===== src/rtl/pc_fetch_if.sv =====
// Instruction-memory fetch bus between pc_fetch (master) and the memory (slave).
interface pc_fetch_if;
    logic        instr_req;
    logic [31:0] instr_addr;
    logic        instr_ack;
    logic [31:0] instr_rdata;

    modport master (
        output instr_req,
        output instr_addr,
        input  instr_ack,
        input  instr_rdata
    );

    modport slave (
        input  instr_req,
        input  instr_addr,
        output instr_ack,
        output instr_rdata
    );
endinterface


===== src/rtl/pc_fetch.sv =====
// Program counter and instruction fetch sequencer: IDLE -> FETCH <-> EXEC,
// with branch/jump next-PC selection, alignment and fetch-timeout flags.
module pc_fetch #(
    parameter logic [31:0] RESET_PC = 32'h0000_0000,
    parameter int unsigned MAX_WAIT = 15
) (
    input  logic              clk,
    input  logic              rst,
    pc_fetch_if.master        bus,
    output logic [31:0]       instr,
    output logic              instr_valid,
    input  logic [1:0]        jump_dest,
    input  logic              bgezal,
    input  logic [31:0]       rs_data,
    input  logic [31:0]       mem_data,
    output logic [31:0]       pc,
    output logic [31:0]       pc_plus4,
    output logic              align_err,
    output logic              timeout_err
);

    localparam int unsigned WW = (MAX_WAIT < 2) ? 1 : $clog2(MAX_WAIT);
    localparam logic [WW-1:0] WAIT_LAST = WW'(MAX_WAIT - 1);

    typedef enum logic [1:0] {
        S_IDLE,
        S_FETCH,
        S_EXEC
    } state_t;

    state_t        state_q, state_d;
    logic [31:0]   pc_q, pc_d;
    logic [31:0]   instr_q, instr_d;
    logic          valid_q, valid_d;
    logic          req_q, req_d;
    logic          align_q, align_d;
    logic          tmo_q, tmo_d;
    logic [WW-1:0] wait_q, wait_d;

    logic [31:0]   pc_inc;
    logic [31:0]   br_off;
    logic [31:0]   br_tgt;
    logic [31:0]   j_tgt;
    logic [31:0]   nxt_raw;

    // Next-PC candidates; only consumed in EXEC.
    always_comb begin
        pc_inc  = pc_q + 32'd4;
        br_off  = {{14{instr_q[15]}}, instr_q[15:0], 2'b00};
        br_tgt  = pc_inc + br_off;
        j_tgt   = {pc_inc[31:28], instr_q[25:0], 2'b00};
        nxt_raw = pc_inc;
        if (bgezal) begin
            nxt_raw = rs_data[31] ? pc_inc : br_tgt;
        end else begin
            case (jump_dest)
                2'b00:   nxt_raw = pc_inc;
                2'b01:   nxt_raw = mem_data;
                2'b10:   nxt_raw = j_tgt;
                default: nxt_raw = rs_data;
            endcase
        end
    end

    always_comb begin
        state_d = state_q;
        pc_d    = pc_q;
        instr_d = instr_q;
        valid_d = 1'b0;
        req_d   = req_q;
        align_d = align_q;
        tmo_d   = tmo_q;
        wait_d  = wait_q;
        case (state_q)
            S_IDLE: begin
                state_d = S_FETCH;
                req_d   = 1'b1;
                wait_d  = '0;
            end
            S_FETCH: begin
                // req low here means the one-cycle gap after a timeout.
                if (!req_q) begin
                    req_d  = 1'b1;
                    wait_d = '0;
                end else if (bus.instr_ack) begin
                    instr_d = bus.instr_rdata;
                    state_d = S_EXEC;
                    req_d   = 1'b0;
                    valid_d = 1'b1;
                    wait_d  = '0;
                end else if (wait_q == WAIT_LAST) begin
                    tmo_d  = 1'b1;
                    req_d  = 1'b0;
                    wait_d = '0;
                end else begin
                    wait_d = wait_q + 1'b1;
                end
            end
            S_EXEC: begin
                pc_d    = {nxt_raw[31:2], 2'b00};
                if (nxt_raw[1:0] != 2'b00) begin
                    align_d = 1'b1;
                end
                state_d = S_FETCH;
                req_d   = 1'b1;
                wait_d  = '0;
            end
            default: begin
                state_d = S_IDLE;
                req_d   = 1'b0;
            end
        endcase
    end

    always_ff @(posedge clk) begin
        if (rst) begin
            state_q <= S_IDLE;
            pc_q    <= RESET_PC;
            instr_q <= '0;
            valid_q <= 1'b0;
            req_q   <= 1'b0;
            align_q <= 1'b0;
            tmo_q   <= 1'b0;
            wait_q  <= '0;
        end else begin
            state_q <= state_d;
            pc_q    <= pc_d;
            instr_q <= instr_d;
            valid_q <= valid_d;
            req_q   <= req_d;
            align_q <= align_d;
            tmo_q   <= tmo_d;
            wait_q  <= wait_d;
        end
    end

    assign bus.instr_req  = req_q;
    assign bus.instr_addr = pc_q;
    assign instr          = instr_q;
    assign instr_valid    = valid_q;
    assign pc             = pc_q;
    assign pc_plus4       = pc_inc;
    assign align_err      = align_q;
    assign timeout_err    = tmo_q;

endmodule


===== src/flat_wrapper.sv =====
// flat-port wrapper written by rule: the top's interface ports become plain ports
module pc_fetch_flat 
#(
    parameter logic [31:0] RESET_PC = 32'h0000_0000,
    parameter int unsigned MAX_WAIT = 15
)
  (clk, rst, instr, instr_valid, jump_dest, bgezal, rs_data, mem_data, pc, pc_plus4, align_err, timeout_err, bus_instr_req, bus_instr_addr, bus_instr_ack, bus_instr_rdata);
  pc_fetch_if bus_i ();
  input  logic clk;
  input  logic rst;
  output logic [31:0] instr;
  output logic instr_valid;
  input  logic [1:0] jump_dest;
  input  logic bgezal;
  input  logic [31:0] rs_data;
  input  logic [31:0] mem_data;
  output logic [31:0] pc;
  output logic [31:0] pc_plus4;
  output logic align_err;
  output logic timeout_err;
  output wire logic [$bits(bus_i.instr_req)-1:0] bus_instr_req;
  output wire logic [$bits(bus_i.instr_addr)-1:0] bus_instr_addr;
  input wire logic [$bits(bus_i.instr_ack)-1:0] bus_instr_ack;
  input wire logic [$bits(bus_i.instr_rdata)-1:0] bus_instr_rdata;
  assign bus_instr_req = bus_i.instr_req;
  assign bus_instr_addr = bus_i.instr_addr;
  assign bus_i.instr_ack = bus_instr_ack;
  assign bus_i.instr_rdata = bus_instr_rdata;
  pc_fetch #(.RESET_PC(RESET_PC), .MAX_WAIT(MAX_WAIT)) u_core (.clk(clk), .rst(rst), .bus(bus_i), .instr(instr), .instr_valid(instr_valid), .jump_dest(jump_dest), .bgezal(bgezal), .rs_data(rs_data), .mem_data(mem_data), .pc(pc), .pc_plus4(pc_plus4), .align_err(align_err), .timeout_err(timeout_err));
endmodule

===== config.mk =====
export PLATFORM = sky130hd
export DESIGN_NAME = pc_fetch_flat
export DESIGN_NICKNAME = d
export VERILOG_FILES = /design/src/rtl/pc_fetch_if.sv /design/src/rtl/pc_fetch.sv /design/src/flat_wrapper.sv
export SDC_FILE = /design/constraint.sdc
export NUM_CORES = 1
export LEC_CHECK = 0
export ABC_CLOCK_PERIOD_IN_PS = 8400
export CAP_MARGIN = 30
export CORE_UTILIZATION = 49
export CTS_CLUSTER_SIZE = 20
export DETAILED_ROUTE_END_ITERATION = 10
export HOLD_SLACK_MARGIN = 0.08
export PLACE_DENSITY_LB_ADDON = 0.2
export SYNTH_ARGS = -nofsm -noshare
export SYNTH_HDL_FRONTEND = slang
export SYNTH_SLANG_ARGS = --single-unit

===== constraint.sdc =====
create_clock -name clk -period 8.4 [get_ports clk]
set_input_delay 2.52 -clock clk [delete_from_list [all_inputs] [get_ports clk]]
set_output_delay 2.52 -clock clk [all_outputs]
set_load 0.05 [all_outputs]

== Word level (Yosys, flattened, before mapping) ==
Index checks and enable logic that the tools add are counted.

* Flip-flop bits (word level): 72
* Output and inout bits: 132
* Input port bits: 102

* Add/sub/neg operators: 3
* Muxes and demuxes: 15
* Equal/unequal tests: 7
* Reductions and logical operators: 10
* Bitwise logic cells: 3

{| class="wikitable"
|+ Operators by type and width
! operator !! number
|-
| $pmux W32 S3 || 1
|-
| $mux W32 || 2
|-
| $add A32 B3 Y32 const B || 1
|-
| $add A32 B32 Y32 || 1
|-
| $mux W4 || 3
|-
| $pmux W4 S2 || 1
|-
| $add A4 B1 Y4 const B || 1
|-
| $eq A2 B1 Y1 const B || 2
|-
| $eq A2 B2 Y1 const B || 2
|-
| $eq A4 B4 Y1 const B || 1
|-
| $logic_not A2 Y1 || 2
|-
| $mux W1 || 4
|-
| $mux W2 || 2
|-
| $pmux W2 S2 || 1
|-
| $reduce_and A2 Y1 || 2
|-
| $reduce_and A4 Y1 || 1
|-
| $reduce_bool A2 Y1 || 2
|-
| $not A1 Y1 || 3
|-
| $reduce_and A3 Y1 || 1
|-
| $reduce_or A3 Y1 || 1
|-
| $ne A2 B1 Y1 const B || 1
|-
| $ne A2 B2 Y1 const B || 1
|-
| $pmux W1 S2 || 1
|-
| $reduce_or A2 Y1 || 1
|}

== Logic depth before layout (Yosys ltp) ==
Gate-level depths: netlist (run 1).

* Depth in word-level cells: 6
* Depth in mapped cells: 15
* Mapped depth without buffers: 14

== Worst setup path after synthesis (run 1) ==
Ideal clock, no wire load.

* Path kind: register to output
* Start point: reg u_core.pc_q[16] (netlist: u_core.bus.instr_addr[16])
* End point: out pc_plus4[30]
* Path slack: 3.066 ns
* Arrival: 2.814 ns
* Cell stages (with the launch flop): 8
* Required time: 5.880 ns
* Buffers on the path: 1
* Cells stage by stage: dfxtp_1 -> buf_2 -> and3_1 -> and3_1 -> nand4_1 -> nor2_1 -> nand4_1 -> xnor2_1

* Cells in the longest elaborated chain, start to end: 1

{| class="wikitable"
|+ Ends and longest elaborated chain
! what !! line !! source
|-
| from (decl) || pc_fetch.sv:32 || <nowiki>logic [31:0] pc_q, pc_d;</nowiki>
|-
| from (signal assigned) || pc_fetch.sv:127 || <nowiki>pc_q <= pc_d;</nowiki>
|-
| $add A32 B3 Y32 || pc_fetch.sv:48 || <nowiki>pc_inc = pc_q + 32'd4;</nowiki>
|-
| to (decl) || flat_wrapper.sv:18 || <nowiki>output logic [31:0] pc_plus4;</nowiki>
|}

No other way between the ends.

== Final worst setup path (run 1) ==
* Start point: reg u_core.pc_q[8] (netlist: u_core.bus.instr_addr[8])
* End point: out pc_plus4[26]

The elaborated chain is that of the path after synthesis.

==> flow_summary.yaml, run 1 <==
route:
  avgViaCountPerCell: 5.97
  via_count: 6914
  drtIter0Drc: 610
  ant_nets: 0
  drtPass1Iterations: 5
  route.detailed.drc: 0
  post_drt_wl_per_cell_um: 18.9
  finalWirelength_mm: 21.9
setup_path:
  slowest_delay_ns: 0.88
  start_kind: "register"
  cp.buffers_inverters: 1
  cp_max_fo: 8
  crit_type: "register to output port"
  rr_startpoint: "u_core.bus.instr_addr[8]"
  critical_path_required_ns: 5.88
  cp_slowest_cell: "clkdlybuf4s50_1"
  worstPathArrival_ns: 3.30
  path_cells: "and4_4 > and4_1 > nand2_1 > nor2_1 > nand3_1 > xnor2_1 > clkdlybuf4s50_1"
  crit_family: "simple AND/OR/NAND/NOR gates"
  crit_start: "u_core.bus.instr_addr[8]"
  endpoint_kind: "output port"
finish:
  final_common_cell: "clkdlybuf4s50_1"
  areaGrowthSynthToFinish_pct: 38.5
  antenna_cells: 0
  layout.nets: 1123
  final_layout_size_suffix_gt1_share_pct: 6.38
  final_cell_mix: "224 x clkdlybuf4s50_1, 141 x nand2_1, 84 x a21oi_1, 72 x dfxtp_1, 48 x nor2_1"
  finalNonFillerCells: 1159
global_route:
  grt_overflow: 0
  grt.total_usage_pct: 33.3
  antenna_found_initial: 0
  grt_first_pass_wirelength_mm: 34.2
  grt_max_degree: 78
  grt_pass1_vias: 6596
timing:
  setup_tns_ns: 0
  period_share_pct: 69.3
  worstMarginPinSlew_ns: 1.01
  hold_viol: 0
  period_minus_slack_ns: 5.82
  rsz0062_at_grt: "false"
  fmax_mhz: 172
  slew_headroom_pct: 32.8
  final.setup_skew_ns: 0.00636
  setup_viol: 0
  drv_slew: 0
floorplanning:
  start_util_pct: 50.2
  die_w_um: 116
  ios: 234
  die_y_um: 116
  core_sq_mm: 0.0126
  rows: 41
  dieArea_sq_mm: 0.0134
power:
  pwr-share-comb_pct: 20.0
  leakagePower_nw: 3.39
  internal_power_w: 0.000709
  switching_share_pct: 28.3
  clkPwrFrac_pct: 43.7
  p_seq_share_pct: 36.3
  peakVddDrop_mv: 0.171
  p_sw_w: 0.000280
  powerDensity_mw_per_mm2: 113
logic_synthesis:
  yosys_warnings: 0
  synth-seq-cells: 72
  synth_top_flop_cell: "dfxtp_1"
  synth.distinct_cells: 75
  yosysSeqAreaShare_pct: 22.8
  syn_area_per_cell_sq_um: 7.80
  syn_inst: 812
  async_flop_share_pct: 0
  synth_largest_area_cell: "dfxtp_1"
  syn_area_sq_mm: 0.00633
  synthTopCellsByArea: "dfxtp_1 23%, nand2_1 8.4%, ha_1 7.5%"
  synth_top_area_share_pct: 22.8
  synth_edf_count: 0
worst_hold_path:
  worstHoldPathType: "register to register"
  hp-start: "u_core.instr[26]"
clock_tree:
  cts.path.max_buffers: 2
  cts-resized-gates: 0
  clk_latency_ns: 0.35
  htree_levels: 3
  numCtsBuffers: 9
  clock-sinks: 72
  cts_setup_buffers: 0
  path_clk_slew_ns: 0.06
  cts_tree: "yes"
  ctsHoldBuffers: 0
  cts_root_buf: "clkbuf_16"
job:
  drv_cap: 0
placed_design:
  dpl.cell_count: 1143
  hpwl_mm: 16.2
  numPortBuffers: 227
  gp_congestion: 0.989
status:
  status: "finished, final reports clean"
synth_stat cells (all sizes together) (4+ instances only):
cell,n
a211oi,8
o21ai,24
o31ai,4
xor2,12
a31oi,10
clkbuf,36
o211ai,25
ha,38
a21o,20
nand4,17
mux2,4
xnor2,36
o21bai,6
and3,17
inv,14
mux2i,13
nor2b,5
a22o,4
nor2,49
a21oi,85
and2,5
nand2b,7
o221ai,4
nand3,16
and4,6
dfxtp,72
mux4,18
buf,46
o21a,5
nand2,141
nor3,12
worst register-to-register path, cell delays in order, from the launching register on:
cell	delay, ns
dfxtp_1	0.46
and4_4	0.28
and4_1	0.43
and3_4	0.27
nand2_1	0.07
xnor2_1	0.45
ha_1	0.27
and3_1	0.24
nand4_1	0.17
a2111oi_2	0.61
nor3_1	0.16
o311ai_1	0.60
nor4_1	0.09
a211o_1	0.26
registers in the layout, indices dropped and copies added, names as in the netlist:
signal,flops
u_core.instr,32
u_core.instr_valid,1
u_core.state_q,2
u_core.bus.instr_addr,30
u_core.timeout_err,1
u_core.align_err,1
u_core.bus.instr_req,1
u_core.wait_q,4
stage by stage:
step	worst slack, ns	area (sq um)	hold WS [ns]	util (%)	total power, W
floorplan	3.07	6350	0.483	-	0.000479
global placement	3.06	8430	0.442	66.8	0.000561
detailed placement	2.96	8440	0.449	66.9	0.000563
CTS	2.58	8770	0.456	69.5	0.000992
global route	2.42	8770	0.480	69.5	0.00102
finish	2.58	8770	0.453	69.5	0.000990
layer usage:
layer,track usage [%],share of wire [%],vias to the layer above
met1,43.5,42,3256
met3,10.7,11,37
met4,9.66,2.3,0
li1,-,-,3273
met2,52.5,45,348
met5,0,0,-
path summary, 6_finish.rpt:
path	endpoint	slack [ns]	cells after the start
max	pc_plus4[26]	2.58	7
min	u_core.instr[26]	0.45	2
max reg2reg	u_core.bus.instr_addr[31]	3.95	13
min reg2reg	u_core.instr[26]	0.45	2
final cells by class:
cell class | instances | area, sq um
clock buffer | 10 | 239
clock inverter | 6 | 91.3
fill | 1084 | 3840
inverter | 15 | 56.3
multi-input combinational | 648 | 4400
sequential | 72 | 1440
tap | 172 | 215
timing repair buffer | 236 | 2330
power groups by stage:
stage          combinational [W]  sequential, W  clock (W)
2_1_floorplan          0.0000933       0.000386          0
3_3_place_gp            0.000194       0.000366          0
3_5_place_dp            0.000196       0.000367          0
4_1_cts                 0.000197       0.000359   0.000435
5_1_grt                 0.000211       0.000360   0.000449
6_report                0.000198       0.000359   0.000432
cells by family after synthesis:
| group | after synthesis | synth area share, % |
|---|---|---|
| compound gates | 228 | 23.7 |
| xor+xnor | 48 | 6.75 |
| fa+ha+maj | 39 | 7.82 |
| buf+inv | 97 | 8.10 |
| flops | 72 | 22.8 |
| mux | 35 | 9.16 |
| other cells | 1 | 0.0592 |
| simple gates | 292 | 21.6 |
Power figures use the tool's default switching activity.
==> run 2, diff against run 1 <==
--- a/config.mk
+++ b/config.mk
@@ -5,9 +5,9 @@
 export SDC_FILE = /design/constraint.sdc
 export NUM_CORES = 1
 export LEC_CHECK = 0
-export ABC_CLOCK_PERIOD_IN_PS = 8400
+export ABC_CLOCK_PERIOD_IN_PS = 6100
 export CAP_MARGIN = 30
-export CORE_UTILIZATION = 49
+export CORE_UTILIZATION = 46
 export CTS_CLUSTER_SIZE = 20
 export DETAILED_ROUTE_END_ITERATION = 10
 export HOLD_SLACK_MARGIN = 0.08
==> constraint.sdc (replaced) <==
create_clock -name clk -period 6.1 [get_ports clk]
set_input_delay 1.83 -clock clk [delete_from_list [all_inputs] [get_ports clk]]
set_output_delay 1.83 -clock clk [all_outputs]
set_load 0.05 [all_outputs]
==> run 2 against run 1 <==
- sequential power up 38%
- total power up 38%
- setup slack worse by 1.6 ns
- clock power up 38%
- design area up 0.21%
- clock skew down 0.00085 ns
- wire length up 1.7%
- non-clock buffer count unchanged
- cell count up 0.35%
- first-iteration DRC count down 11%
- combinational power up 39%
- global-route usage down 1.8 points
- critical endpoint is now pc_plus4[30]
==> flow_summary.yaml, run 2 (synthesis results as in run 1) <==
status:
  status: "finished, final reports clean"
power:
  powerDensity_mw_per_mm2: 155
  peakVddDrop_mv: 0.147
  leakagePower_nw: 3.39
  total_power_w: 0.00137
setup_path:
  ff2ff_path_depth: 13
  worst-path-stages: 7
  critical_path_required_ns: 4.27
  crit_type: "register to output port"
  rr_endpoint: "u_core.bus.instr_addr[31]"
  cp.buffers_inverters: 1
  worstPathArrival_ns: 3.34
  crit_family: "simple AND/OR/NAND/NOR gates"
  endpoint_kind: "output port"
  rr_startpoint: "u_core.bus.instr_addr[8]"
  critPathMostFrequentCell: "nand4_1"
  start_kind: "register"
  path_cells: "and4_4 > and4_1 > nand4_1 > nor2_1 > nand4_1 > xnor2_1 > clkdlybuf4s50_1"
  cp_max_fo: 8
  cp_slowest_cell: "clkdlybuf4s50_1"
  reg2reg_slack_ns: 1.82
  slowest_delay_ns: 0.86
worst_hold_path:
  hp-start: "u_core.instr[26]"
  min_path_cells: 2
  hold_path_end: "u_core.instr[26]"
  worstHoldPathType: "register to register"
clock_tree:
  path_clk_slew_ns: 0.06
  cts_setup_buffers: 0
  cts_root_buf: "clkbuf_16"
  htree_levels: 3
  clk_latency_ns: 0.34
  cts_tree: "yes"
  ctsHoldBuffers: 0
  cts.path.max_buffers: 2
  cts-resized-gates: 0
  clock-sinks: 72
  numCtsBuffers: 9
placed_design:
  dpl.cell_count: 1147
  numPortBuffers: 227
  placed_area_sq_mm: 0.00846
  hpwl_mm: 17.0
  gp_congestion: 0.981
  place_ws_ns: 1.36
route:
  post_drt_wl_per_cell_um: 19.1
  avgViaCountPerCell: 5.88
  route.detailed.drc: 0
  via_count: 6833
  drtPass1Iterations: 5
  drtIter0Drc: 540
  ant_nets: 0
  finalWirelength_mm: 22.3
floorplanning:
  rows: 42
  dieArea_sq_mm: 0.0142
  die_y_um: 119
  core_sq_mm: 0.0133
  die_w_um: 119
  start_util_pct: 47.5
  ios: 234
finish:
  largest_reg_flops: 32
  final_common_cell: "clkdlybuf4s50_1"
  finalNonFillerCells: 1163
  layout.nets: 1123
  antenna_cells: 0
  areaGrowthSynthToFinish_pct: 38.8
  final_cell_mix: "224 x clkdlybuf4s50_1, 141 x nand2_1, 84 x a21oi_1, 72 x dfxtp_1, 48 x nor2_1"
  final_layout_size_suffix_gt1_share_pct: 6.38
  fin_area_sq_mm: 0.00879
timing:
  period_minus_slack_ns: 5.17
  slew_headroom_pct: 33.5
  worstMarginPinSlew_ns: 0.998
  setup_tns_ns: 0
  fmax_mhz: 194
  drv_slew: 0
  rsz0062_at_grt: "false"
  setup_viol: 0
  period_share_pct: 84.7
  hold_viol: 0
  fin_ws_ns: 0.935
  final.setup_skew_ns: 0.00551
global_route:
  antenna_found_initial: 0
  grt_max_degree: 65
  grt_first_pass_wirelength_mm: 34.9
  grt_pass1_vias: 6366
  grt_overflow: 0
  grt.total_usage_pct: 31.5
job:
  drv_cap: 0
[run 2: changes by cell type in the layout (fill, tap and decap cells not counted), sizes merged]
cell      before  now
clkinv         4    3
clkinvlp       0    2
inv           15   14
[run 2: report_power, final]
part           switching [W]  internal [W]
clock network       0.000224      0.000371
logic               0.000150      0.000126
registers          0.0000147      0.000480
[run 2: final cells by class]
cell class / instances / area (sq um)
Fill cell: 1157 / 4550
Multi-Input combinational cell: 648 / 4400
Timing Repair Buffer: 236 / 2340
Sequential cell: 72 / 1440
Clock buffer: 10 / 239
Tap cell: 176 / 220
Clock inverter: 6 / 92.6
Inverter: 15 / 56.3
[run 2: routing by layer]
layer | vias to the layer above | track usage, % | part of all wire, %
met5 | - | 0 | 0
met3 | 34 | 6.85 | 8.9
met4 | 0 | 9.77 | 1.9
li1 | 3264 | - | -
met2 | 321 | 48.7 | 45
met1 | 3214 | 43.5 | 44
[run 2: per-stage QoR]
step / util, % / hold slack, ns
final: 65.9 / 0.454
after global routing: 65.9 / 0.469
after CTS: 65.9 / 0.454
after detailed placement: 63.4 / 0.449
after global placement: 63.2 / 0.442
after floorplan: - / 0.483
[run 2: how the worst max path moves through the flow]
stage                                   startpoint                   endpoint  slack, ns
final                     u_core.bus.instr_addr[8]               pc_plus4[30]       0.93
after global routing      u_core.bus.instr_addr[8]               pc_plus4[30]       0.78
after CTS                 u_core.bus.instr_addr[8]               pc_plus4[30]       0.98
after detailed placement  u_core.bus.instr_addr[8]               pc_plus4[30]       1.36
after global placement    u_core.bus.instr_addr[8]               pc_plus4[30]       1.45
after floorplan           u_core.bus.instr_addr[8]  u_core.bus.instr_addr[31]       1.21
[run 2: worst reg2reg max path: stages (launching register included)]
cell and delay, ns:
dfxtp_1 0.48, and4_4 0.28, and4_1 0.42, and3_4 0.27, nand2_1 0.08, xnor2_2 0.21, ha_1 0.41, and3_1 0.25
nand4_1 0.17, a2111oi_2 0.58, nor3_1 0.15, o311ai_1 0.54, nor4_1 0.08, a211o_1 0.25
